### config.mk
export PLATFORM = sky130hd
export DESIGN_NAME = or1200_if_fetchbuf
export DESIGN_NICKNAME = d
export VERILOG_FILES = /design/src/rtl/or1200_if_fetchbuf.sv
export SDC_FILE = /design/constraint.sdc
export NUM_CORES = 1
export LEC_CHECK = 0
export ABC_CLOCK_PERIOD_IN_PS = 4450
export BUFFER_PORTS_ARGS = -buffer_cell sky130_fd_sc_hd__buf_2
export CORE_MARGIN = 8
export CORE_UTILIZATION = 47
export DETAILED_ROUTE_END_ITERATION = 12
export GPL_TIMING_DRIVEN = 0
export HOLD_SLACK_MARGIN = 0.03
export PLACE_DENSITY = 0.72
export RECOVER_POWER = 100
export SLEW_MARGIN = 0
export SYNTH_ARGS = -nofsm -noshare
export SYNTH_HDL_FRONTEND = slang
export SYNTH_SLANG_ARGS = --single-unit
### constraint.sdc
create_clock -name clk -period 4.45 [get_ports clk]
set_input_delay 0.445 -clock clk [delete_from_list [all_inputs] [get_ports clk]]
set_output_delay 0.445 -clock clk [all_outputs]
set_load 0.02 [all_outputs]
### src/rtl/or1200_if_fetchbuf.sv
// or1200_if_fetchbuf
//   DEPTH-entry first-word-fall-through buffer between the IMMU/IC fetch
//   interface and decode. Each entry holds the instruction word, the
//   word-aligned fetch address and a one-hot 3-bit fetch-error code.
//   Fetch may run ahead of a frozen pipeline by up to DEPTH words.
//   A flush empties the buffer, and the head then shows a NOP.
//
// Ports
//   clk, rst_n          clock, async active-low reset
//   icpu_ack_i/err_i    fetch returned data / terminated with error
//   icpu_dat_i/adr_i    fetched instruction and its address
//   icpu_tag_i          error tag (d ITLB miss, c IMMU fault, b bus error)
//   if_freeze           hold the head entry
//   if_flushpipe        discard all entries, including same-cycle fetch
//   no_more_dslot       mask the except_* outputs
//   if_full             buffer full, fetch must stall
//   if_valid/insn/pc    head entry
//   except_*            head error flags
//   fill_level          entries occupied, 0..DEPTH

// One storage slot. It has no read side effects.
module or1200_if_fetchbuf_entry #(
  parameter int AW = 32
) (
  input  logic          clk,
  input  logic          rst_n,
  input  logic          we,
  input  logic [31:0]   insn_d,
  input  logic [AW-1:0] adr_d,
  input  logic [2:0]    err_d,
  output logic [31:0]   insn,
  output logic [AW-1:0] adr,
  output logic [2:0]    err
);
  always_ff @(posedge clk or negedge rst_n) begin
    if (!rst_n) begin
      insn <= '0;
      adr  <= '0;
      err  <= '0;
    end else if (we) begin
      insn <= insn_d;
      adr  <= adr_d;
      err  <= err_d;
    end
  end
endmodule

module or1200_if_fetchbuf #(
  parameter int          DEPTH    = 4,
  parameter int          AW       = 32,
  parameter logic [31:0] NOP_INSN = 32'h1441_0000
) (
  input  logic                     clk,
  input  logic                     rst_n,
  input  logic                     icpu_ack_i,
  input  logic                     icpu_err_i,
  input  logic [31:0]              icpu_dat_i,
  input  logic [AW-1:0]            icpu_adr_i,
  input  logic [3:0]               icpu_tag_i,
  input  logic                     if_freeze,
  input  logic                     if_flushpipe,
  input  logic                     no_more_dslot,
  output logic                     if_full,
  output logic                     if_valid,
  output logic [31:0]              if_insn,
  output logic [AW-1:0]            if_pc,
  output logic                     except_itlbmiss,
  output logic                     except_immufault,
  output logic                     except_ibuserr,
  output logic [$clog2(DEPTH):0]   fill_level
);
  localparam int PW = $clog2(DEPTH);
  localparam int CW = PW + 1;

  logic [PW-1:0] wptr, rptr;
  logic [CW-1:0] count;
  logic          push, pop;

  logic [31:0]   insn_d;
  logic [AW-1:0] adr_d;
  logic [2:0]    err_d;

  logic [DEPTH-1:0][31:0]   e_insn;
  logic [DEPTH-1:0][AW-1:0] e_adr;
  logic [DEPTH-1:0][2:0]    e_err;

  assign if_full    = (count == CW'(DEPTH));
  assign fill_level = count;
  assign if_valid   = (count != '0);

  assign pop  = if_valid & ~if_freeze & ~if_flushpipe;
  // A full buffer still accepts a push when the head leaves the same cycle.
  assign push = (icpu_ack_i | icpu_err_i) & ~if_flushpipe & (~if_full | pop);

  // Error wins over ack. An errored fetch carries a NOP so that decode
  // never executes stale bus data.
  assign insn_d = (icpu_ack_i & ~icpu_err_i) ? icpu_dat_i : NOP_INSN;
  assign adr_d  = icpu_adr_i & ~AW'(3);

  always_comb begin
    err_d = 3'b000;
    if (icpu_err_i) begin
      case (icpu_tag_i)
        4'hd:    err_d = 3'b001;
        4'hc:    err_d = 3'b010;
        default: err_d = 3'b100;  // 4'hb and any unknown tag -> bus error
      endcase
    end
  end

  for (genvar g = 0; g < DEPTH; g++) begin : g_ent
    or1200_if_fetchbuf_entry #(.AW(AW)) u_ent (
      .clk    (clk),
      .rst_n  (rst_n),
      .we     (push && (wptr == PW'(g))),
      .insn_d (insn_d),
      .adr_d  (adr_d),
      .err_d  (err_d),
      .insn   (e_insn[g]),
      .adr    (e_adr[g]),
      .err    (e_err[g])
    );
  end

  // The pointers wrap naturally because DEPTH is a power of two.
  always_ff @(posedge clk or negedge rst_n) begin
    if (!rst_n) begin
      wptr  <= '0;
      rptr  <= '0;
      count <= '0;
    end else if (if_flushpipe) begin
      wptr  <= '0;
      rptr  <= '0;
      count <= '0;
    end else begin
      if (push) wptr <= wptr + 1'b1;
      if (pop)  rptr <= rptr + 1'b1;
      case ({push, pop})
        2'b10:   count <= count + CW'(1);
        2'b01:   count <= count - CW'(1);
        default: count <= count;
      endcase
    end
  end

  // The head is presented combinationally. An empty buffer shows the
  // reset values.
  always_comb begin
    if_insn          = NOP_INSN;
    if_pc            = '0;
    except_itlbmiss  = 1'b0;
    except_immufault = 1'b0;
    except_ibuserr   = 1'b0;
    if (if_valid) begin
      if_insn          = e_insn[rptr];
      if_pc            = e_adr[rptr];
      except_itlbmiss  = e_err[rptr][0] & ~no_more_dslot;
      except_immufault = e_err[rptr][1] & ~no_more_dslot;
      except_ibuserr   = e_err[rptr][2] & ~no_more_dslot;
    end
  end
endmodule

==> results of run 1 <==
## metrics by stage
step | worst slack [ns] | total power [mW] | utilization [%]
detailed placement | 1.82 | 5.77 | 52.5
floorplan | 2.19 | 5.03 | -
global placement | -1.94 | 5.66 | 52.2
CTS | 1.31 | 8.13 | 56.2
finish | 0.854 | 7.99 | 55.4
global route | 0.648 | 8.44 | 55.4
## cell usage after synthesis (all sizes together)
library cell and instances:
mux2i 1, o21a 1, mux2 120, o21ai 143, clkbuf 36, nor4 3, o21bai 1, nor3 4
and2 58, nand2b 1, nand2 170, buf 35, a32oi 1, nand4bb 1, nor3b 5, dfrtp 267
ha 4, or3 2, a31oi 1, xor2 1, mux4 65, o21ba 1, fa 1, or3b 1
inv 4, o22ai 1, a21oi 5, nand3 6, nor2 9, xnor2 1, nor2b 1, or2 5
conb 1
## per-layer routing
metal	track usage (%)	share of wire (%)	vias up
met4	4.31	2.0	0
met3	3.23	6.5	39
met1	27.4	44	4161
met5	0	0	-
met2	32.3	47	263
li1	-	-	3721
## report_power, final
group | internal, mW | switching (mW) | total (mW)
clock | 1.40 | 0.950 | 2.35
combinational | 0.993 | 1.08 | 2.07
sequential | 3.19 | 0.385 | 3.57
## worst reg2reg max path, stage by stage (launching register included)
cell,delay (ns)
dfrtp_1,0.48
nor3_1,0.37
clkbuf_1,0.47
nor4_1,0.13
fa_1,0.45
nor4_1,0.29
a21oi_1,0.07
a32oi_1,0.15
a21oi_1,0.09
## sequential cells by signal (all words and copies together) (netlist names)
signal / count
g_ent.u_ent.insn: 128
wptr: 2
rptr: 2
g_ent.u_ent.adr: 120
fill_level: 3
g_ent.u_ent.err: 12
## worst max-delay path by stage
stage / end / slack (ns) / cells past startpoint
after global placement: g_ent[0].u_ent.insn[11] / -1.94 / 1
after CTS: if_insn[1] / 1.31 / 5
after global routing: if_insn[0] / 0.65 / 6
after floorplan: fill_level[2] / 2.19 / 8
after detailed placement: fill_level[2] / 1.82 / 8
final: if_insn[1] / 0.85 / 6
## layout make-up
type	instances	area [µm²]
Timing Repair Buffer	143	689
Sequential cell	267	6680
Antenna cell	1	2.50
Fill cell	2143	11200
Buffer	71	300
Multi-Input combinational cell	615	4920
Inverter	4	15.0
Tap cell	330	413
Clock inverter	10	108
Clock buffer	42	825
## logic make-up after synthesis
kind of cell,after synthesis,share of synthesized area [%]
other cells,1,0.0312
fa+ha+maj,5,0.582
xor+xnor,2,0.146
compound gates,154,6.54
flops,267,55.5
buf+inv,75,3.16
mux,186,23.5
simple gates,266,10.6
==> reports/qor.txt, run 1 <==
fmax = 278 MHz
worst hold margin = 0.106 ns
post-cts gate resize count = 0
Synth area leaders = dfrtp_1 56%, mux4_2 12%, o21ai_0 5.9%
share of the synthesized area in the top cell type = 55.5%
TritonCTS buffer count = 28
dpl hpwl = 20400 µm
Clock Skew = 0.0155 ns
Horiz. Die Dim = 176 µm
clk_lat worst skew = 0.54 ns
commonest non-fill, non-tap cell in the layout = dfrtp_1
Tightest Pin Transition = 2.08 ns
cts hold-fix bufs = 1
Starting Density = 47.8%
Final #Nets = 1210
layout cells sized above 1 = 23.8%
Hold Path End = fill_level[1]
worst-path fanout max = 10
Tightest Hold Check Type = input pin to flop
Placed Cells = 1429
minimum period implied by the final worst setup slack = 3.60 ns
crit share post-route = 80.8%
clock buffer depth = 3
Total Routing Usage GR = 19.8%
first-pass GRT wire length = 48800 µm
Root Driver = clkbuf_16
Max stage delay on crit path = 0.68 ns
Critical R2R Launch = fill_level[0]
TritonCTS clock tree = built
CP arrival = 3.15 ns
gr ovfl total = 0
number of global-route vias before repair = 8816
Fin. Hold Viols = 0
per-cell routed wire length = 20.4 µm
RSZ-0062 raised after global routing = false
design area = 14000 µm²
Seq cells post-synth = 267
synthesized area per cell = 12.6 µm²
DR DRC count = 0
first drt pass iteration count = 7
hold path start = if_flushpipe
drt total wl = 30300 µm
most frequent cells in the layout = 267 x dfrtp_1, 170 x nand2_1, 143 x o21ai_0, 116 x clkbuf_1, 94 x buf_2
placed cell areas = 13200 µm²
Cells after Synth = 956
leakage power = 6.11 nW
worst reg2reg path depth = 8
most used cell, CP = clkbuf_1
status = finished, violations left
die area = 31000 µm²
gpl congestion = 0.807
initial antenna violation count = 1
Critical Path Sink Type = output port
r2r setup slk = 1.85 ns
max-slew violation total from the final report = 83
row cnt = 58
Setup Buffers After CTS = 0
Final Setup Violations = 0
Crit path buffers/inverters = 4
critical path data required time = 4.01 ns
Crit-path slowest cell = clkbuf_1
I/O Pins = 147
Die Y = 176 µm
post-synth cell types = 39
maxcap violations = 1
Syn Std Cell Area = 12000 µm²
drt initial violations = 515
Top delay family on crit path = buffers and inverters
Hold Crit Depth = 2
Setup crit start kind = flop
synth warn = 0
CP Cell Sequence = clkbuf_1 > clkbuf_1 > buf_4 > mux4_2 > and2_0 > buf_2
Layout area overhead = 16.0%
RR Endpoint = fill_level[2]
largest area contributor in the netlist = dfrtp_1
Vias/cell = 5.52
VDD IR-drop max = 0.000320 V
IO buf count = 140
largest net degree at the start of global routing = 123
Antenna Violating Nets Remaining = 0
TNS Setup = 0 ns
post-synthesis sequential area ratio = 55.5%
failing checks = max-capacitance violations, max-slew violations
final non-filler cell total = 1483
Clk pin slew, worst setup/hold paths = 0.06 ns
critical path class = flop to output port
Worst setup startpoint = rptr[0]
max_slew headroom = -38.6%
Clock Sinks = 267
via count = 8184
core area = 25200 µm²
H-tree levels = 1
Pwr Density = 573 nW/µm²
Note: power is estimated with default switching activity, not from simulation.
==> run 2: changes to the inputs <==
ABC_AREA = 1   (was not set)
ABC_CLOCK_PERIOD_IN_PS = 3100   (was 4450)
PLACE_DENSITY = 0.74   (was 0.72)
clock period = 3.1 ns   (was 4.45 ns; I/O delays follow)
==> reports/qor.txt, run 2 <==
status = finished, violations left
failing checks = max-capacitance violations, max-slew violations
dpl hpwl = 25700 µm (+26%)
Synth area leaders = dfrtp_1 52%, nand2_1 12%, o21ai_0 9.9%
Max stage delay on crit path = 0.44 ns (-0.24 ns)
Largest regs = g_ent.u_ent.insn: 128 flops, g_ent.u_ent.adr: 120 flops, g_ent.u_ent.err: 12 flops
Pint = 7.83 mW (+40%)
Clock Sinks = 267 (unchanged)
Inserted Diodes = 0 (-1)
post-cts gate resize count = 0 (unchanged)
Cells after Synth = 1572 (+64%)
most used cell, CP = clkbuf_2
Antenna Violating Nets Remaining = 0 (unchanged)
Crit path buffers/inverters = 4 (unchanged)
Pwr Density = 837 nW/µm² (+46%)
number of global-route vias before repair = 11500 (+30%)
final core occ = 54.0% (-1.5 points)
clock buffer depth = 3 (unchanged)
cts hold-fix bufs = 1 (unchanged)
share of the synthesized area in the top cell type = 52.1% (-3.4 points)
largest area contributor in the netlist = dfrtp_1
multi-input logic area = 4700 µm² (-4.5%)
footprint of the flip-flops and latches = 6680 µm² (unchanged)
top cells by count, synth = 408 x nand2_1, 267 x dfrtp_1, 253 x o21ai_0
drt initial violations = 1015 (+97%)
synthesized area per cell = 8.15 µm² (-35%)
max-slew violation total from the final report = 74 (-11%)
most frequent cells in the layout = 413 x nand2_1, 311 x o21ai_0, 267 x dfrtp_1, 164 x nor2_1, 133 x inv_1
fill count = 2582 (+20%)
combinational share of power = 28.6% (+2.7 points)
synth warn = 0 (unchanged)
CP Cell Sequence = nor2_1 > nand2_1 > inv_1 > clkbuf_2 > clkbuf_2 > a21oi_1 > clkbuf_2
VDD IR-drop max = 0.000557 V (+74%)
leakage power = 7.07 nW (+16%)
Clock Skew = 0.0111 ns (-0.00432 ns)
switching power share of the total = 35.5% (+5.3 points)
layout cells sized above 1 = 11.6% (-12 points)
fmax = 337 MHz
Starting Density = 47.7% (-0.11 points)
I/O Pins = 147 (unchanged)
r2r setup slk = 0.26 ns (-1.59 ns)
DR DRC count = 0 (unchanged)
Vias/cell = 5.38 (-2.5%)
Tightest Hold Check Type = input pin to flop
minimum period implied by the final worst setup slack = 2.96 ns
max_slew headroom = -27.9% (+11 points)
RSZ-0062 raised after global routing = false
via count = 11400 (+39%)
per-cell routed wire length = 17.8 µm (-13%)
Seq cells post-synth = 267 (unchanged)
Setup Buffers After CTS = 0 (unchanged)
Top delay family on crit path = buffers and inverters
clock power share = 28.4% (-0.9 points)
Root Driver = clkbuf_16
maxcap violations = 1 (unchanged)
drt total wl = 37700 µm (+24%)
worst-path fanout max = 10 (unchanged)
post-synth cell types = 32 (-18%)
IO buf count = 142 (+1.4%)
Final Setup Violations = 0 (unchanged)
ys async rst share = 100% (unchanged)
Crit-path slowest cell = dfrtp_1
Setup crit start kind = flop
first-pass GRT wire length = 60500 µm (+24%)
Main synth FF type = dfrtp_1
critical path class = flop to output port
number of enable flip-flop cells after synthesis = 0 (unchanged)
first drt pass iteration count = 5 (-2)
gpl congestion = 0.857 (+6.1%)
H-tree levels = 1 (unchanged)
row cnt = 60 (+3.4%)
commonest non-fill, non-tap cell in the layout = nand2_1
Reg with most FFs = g_ent.u_ent.insn
Tightest Pin Transition = 1.92 ns (-0.160 ns)
Total Routing Usage GR = 22.6% (+2.8 points)
crit share post-route = 95.6%
clk_lat worst skew = 0.55 ns (about the same)
TritonCTS clock tree = built
critical path data required time = 2.79 ns (-1.22 ns)
Syn Std Cell Area = 12800 µm² (+6.5%)
Clk pin slew, worst setup/hold paths = 0.06 ns (about the same)
Horiz. Die Dim = 181 µm (+2.9%)
Fin. Hold Viols = 0 (unchanged)
sequential power share = 43.0% (-1.7 points)
CP arrival = 2.65 ns (-0.50 ns)
max reg flops = 128 (unchanged)
Critical Path Sink Type = output port
initial antenna violation count = 0 (-1)
Final #Nets = 1829 (+51%)
Layout area overhead = 13.1%
die area = 32800 µm² (+5.9%)
Switch Pwr = 4.31 mW (+79%)
Die Y = 181 µm (+2.9%)
post-synthesis sequential area ratio = 52.1% (-3.4 points)
largest net degree at the start of global routing = 100 (-19%)
total power = 12.1 mW (+52%)
TritonCTS buffer count = 29 (+3.6%)
most instantiated library cell after synthesis = nand2_1
core area = 26900 µm² (+6.7%)
gr ovfl total = 0 (unchanged)
run 2: routing by layer:
layer  vias up  global-route usage (%)  share of wire, %
li1       5344                       -                 -
met1      5444                    29.0                43
met2       485                    37.7                47
met3        77                    4.55               7.5
met4         0                    7.31               2.7
met5         -                       0                 0
run 2: cells by family after synthesis:
logic type | synth area share (%)
AND/OR/NAND/NOR | 17.8
AO/OA/AOI/OAI | 19.7
XOR/XNOR | 0.137
other | 0.0293
adder cells (fa/ha/maj) | 0.547
buffers and inverters | 9.73
flip-flops | 52.1
run 2: worst min-delay path, cell delays in order:
cell,delay [ns]
buf_2,0.07
inv_1,0.07
o21ai_2,0.13
run 2: final timing paths:
check / startpoint / endpoint / cells after the start
max: fill_level[0] / if_insn[20] / 7
max in group asynchronous: rst_n / g_ent[3].u_ent.adr[19] / 4
min in group asynchronous: rst_n / g_ent[2].u_ent.insn[18] / 2
max reg2reg: fill_level[0] / g_ent[0].u_ent.insn[3] / 9
min: icpu_adr_i[13] / g_ent[1].u_ent.adr[13] / 3
min reg2reg: g_ent[3].u_ent.insn[20] / g_ent[3].u_ent.insn[20] / 2
run 2: area by class of cell:
class | count | area share (%)
Clock inverter | 7 | 0.440
Inverter | 138 | 3.60
Multi-Input combinational cell | 1061 | 32.4
Buffer | 107 | 3.50
Timing Repair Buffer | 145 | 4.86
Clock buffer | 44 | 6.15
Sequential cell | 267 | 46.1
Tap cell | 341 | 2.94
run 2: stage by stage:
step	hold WS, ns	setup TNS, ns	instance area, µm²	worst slack [ns]	instances
finish	0.0648	0	14500	0.136	2110
global route	0.0751	0	14500	0.0592	2110
CTS	0.0483	0	15000	0.231	2110
detailed placement	0.325	0	14000	0.807	2058
global placement	0.456	-846.18	14000	-3.19	2056
floorplan	0.0144	0	12800	1.08	1573
run 2: power groups by stage:
stage                     Combinational (mW)  Clock (mW)  Sequential (mW)
after floorplan                         2.57           0             5.12
after global placement                  3.56           0             5.20
after global routing                    3.90        3.62             5.35
final                                   3.47        3.45             5.22
after CTS                               3.72        3.48             5.20
after detailed placement                3.68           0             5.24
==> run 3: changes to the inputs <==
REMOVE_ABC_BUFFERS = 1   (was not set)
SKIP_LAST_GASP = 1   (was not set)
==> reports/qor.txt, run 3 (synthesis gave the netlist of run 2 again) <==
layout cells sized above 1 = 10.8% (-0.81 points)
Max stage delay on crit path = 0.51 ns (+0.07 ns)
TNS Setup = 0 ns (unchanged)
max reg flops = 128 (unchanged)
clock buffer depth = 3 (unchanged)
clock power share = 28.0% (-0.4 points)
final core occ = 52.7% (-1.3 points)
clk_lat worst skew = 0.54 ns (about the same)
Vias/cell = 5.26 (-2.2%)
max-slew violation total from the final report = 0 (-100%)
worst hold margin = 0.0838 ns (+0.0190 ns)
initial antenna violation count = 0 (unchanged)
Final Setup Violations = 0 (unchanged)
Placed Cells = 1954 (-5.1%)
Crit path buffers/inverters = 4 (unchanged)
commonest non-fill, non-tap cell in the layout = nand2_1
Root Driver = clkbuf_16
core area = 26900 µm² (unchanged)
worst-path fanout max = 72 (+62)
fill count = 2616 (+1.3%)
final non-filler cell total = 2012 (-4.6%)
DR DRC count = 0 (unchanged)
Reg with most FFs = g_ent.u_ent.insn
I/O Pins = 147 (unchanged)
Critical Path Sink Type = output port
maxcap violations = 0 (-1)
Setup crit start kind = flop
critical path data required time = 2.79 ns (about the same)
Top delay family on crit path = buffers and inverters
status = completed
most used cell, CP = buf_16
leakage power = 6.94 nW (-1.8%)
switching power share of the total = 34.6% (-0.96 points)
die area = 32800 µm² (unchanged)
RSZ-0062 raised after global routing = false
multi-input logic area = 4700 µm² (about the same)
VDD IR-drop max = 0.000593 V (+6.4%)
design area = 14200 µm² (-2.4%)
number of global-route vias before repair = 10300 (-10%)
gr ovfl total = 0 (unchanged)
dpl hpwl = 17900 µm (-30%)
Inserted Diodes = 0 (unchanged)
critical path class = flop to output port
Horiz. Die Dim = 181 µm (unchanged)
Clock Skew = 0.00671 ns (-0.00443 ns)
largest net degree at the start of global routing = 110 (+10%)
Antenna Violating Nets Remaining = 0 (unchanged)
Pwr Density = 832 nW/µm² (-0.60%)
Tightest Hold Check Type = input pin to flop
Switch Pwr = 4.07 mW (-5.6%)
per-cell routed wire length = 16.3 µm (-8.5%)
first drt pass iteration count = 5 (unchanged)
most frequent cells in the layout = 407 x nand2_1, 329 x o21ai_0, 265 x dfrtp_1, 164 x nor2_1
first-pass GRT wire length = 52900 µm (-13%)
combinational share of power = 27.6% (-1.0 points)
Largest regs = g_ent.u_ent.insn: 128 flops, g_ent.u_ent.adr: 120 flops, g_ent.u_ent.err: 12 flops
drt initial violations = 889 (-12%)
Clock Sinks = 267 (unchanged)
Starting Density = 47.7% (unchanged)
sequential power share = 44.3% (+1.3 points)
gpl congestion = 0.795 (-7.2%)
row cnt = 60 (unchanged)
Fin. Hold Viols = 0 (unchanged)
Crit-path slowest cell = dfrtp_4
H-tree levels = 1 (unchanged)
Pint = 7.70 mW (-1.5%)
Tightest Pin Transition = 1.41 ns (-0.512 ns)
TritonCTS clock tree = built
TritonCTS buffer count = 28 (-3.4%)
CP Cell Sequence = buf_16 > inv_6 > buf_16 > o21ai_0 > a21oi_1 > buf_2
crit share post-route = 94.8% (-0.78 points)
Final #Nets = 1730 (-5.4%)
Clk pin slew, worst setup/hold paths = 0.06 ns (about the same)
footprint of the flip-flops and latches = 6690 µm² (+0.11%)
drt total wl = 32900 µm (-13%)
Total Routing Usage GR = 19.4% (-3.2 points)
via count = 10600 (-6.8%)
CP arrival = 2.63 ns (-0.02 ns)
IO buf count = 142 (unchanged)
placed cell areas = 13400 µm² (-4.5%)
max_slew headroom = 6.17% (+34 points)
Die Y = 181 µm (unchanged)
fmax = 340 MHz (+0.82%)
Layout area overhead = 10.4%
minimum period implied by the final worst setup slack = 2.94 ns (-0.0242 ns)
-- run 3: worst paths after layout --
check	from	end	slack (ns)	cells past startpoint
min reg2reg	g_ent[0].u_ent.insn[1]	g_ent[0].u_ent.insn[1]	0.47	2
max in group asynchronous	rst_n	g_ent[3].u_ent.insn[7]	1.28	3
max	rptr[0]	if_insn[12]	0.16	6
max reg2reg	fill_level[0]	g_ent[0].u_ent.insn[14]	0.26	8
min in group asynchronous	rst_n	g_ent[2].u_ent.adr[3]	0.63	2
min	icpu_adr_i[19]	g_ent[3].u_ent.adr[19]	0.08	3
-- run 3: tightest hold or removal path: stages --
cell and delay [ns]:
buf_2 0.09, inv_1 0.08, o21ai_0 0.09
-- run 3: final cells by class --
cell class                      count  area share, %
Sequential cell                   267           47.3
Multi-Input combinational cell   1061           33.2
Timing Repair Buffer              154           6.26
Clock buffer                       43           5.99
Inverter                          138           3.78
Tap cell                          341           3.01
Clock inverter                      8          0.460
-- run 3: repair_timing --
item	CTS	global route
hold buffers	1	0
setup endpoints to repair	65	14
cloned	0	1
resized for setup	2	5
pin swaps	0	0
buffers inserted	3	2
hold endpoints to repair	50	0
-- run 3: layer usage --
metal	track usage [%]	wire, µm
met4	5.81	878
met2	32.4	15200
met1	25.4	14800
met3	3.29	1950
met5	0	0
-- run 3: through the flow --
step | worst slack [ns] | total power [mW]
finish | 0.161 | 11.8
global route | 0.0142 | 12.6
CTS | 0.0403 | 12.1
detailed placement | 0.200 | 8.68
global placement | -4.42 | 8.51
floorplan | -1.47 | 7.51
-- run 3: power groups by stage --
stage	combinational (mW)	sequential (mW)	clock (mW)
after floorplan	2.33	5.18	0
after global placement	3.20	5.31	0
after detailed placement	3.37	5.31	0
after CTS	3.46	5.23	3.37
after global routing	3.71	5.35	3.50
final	3.25	5.22	3.30
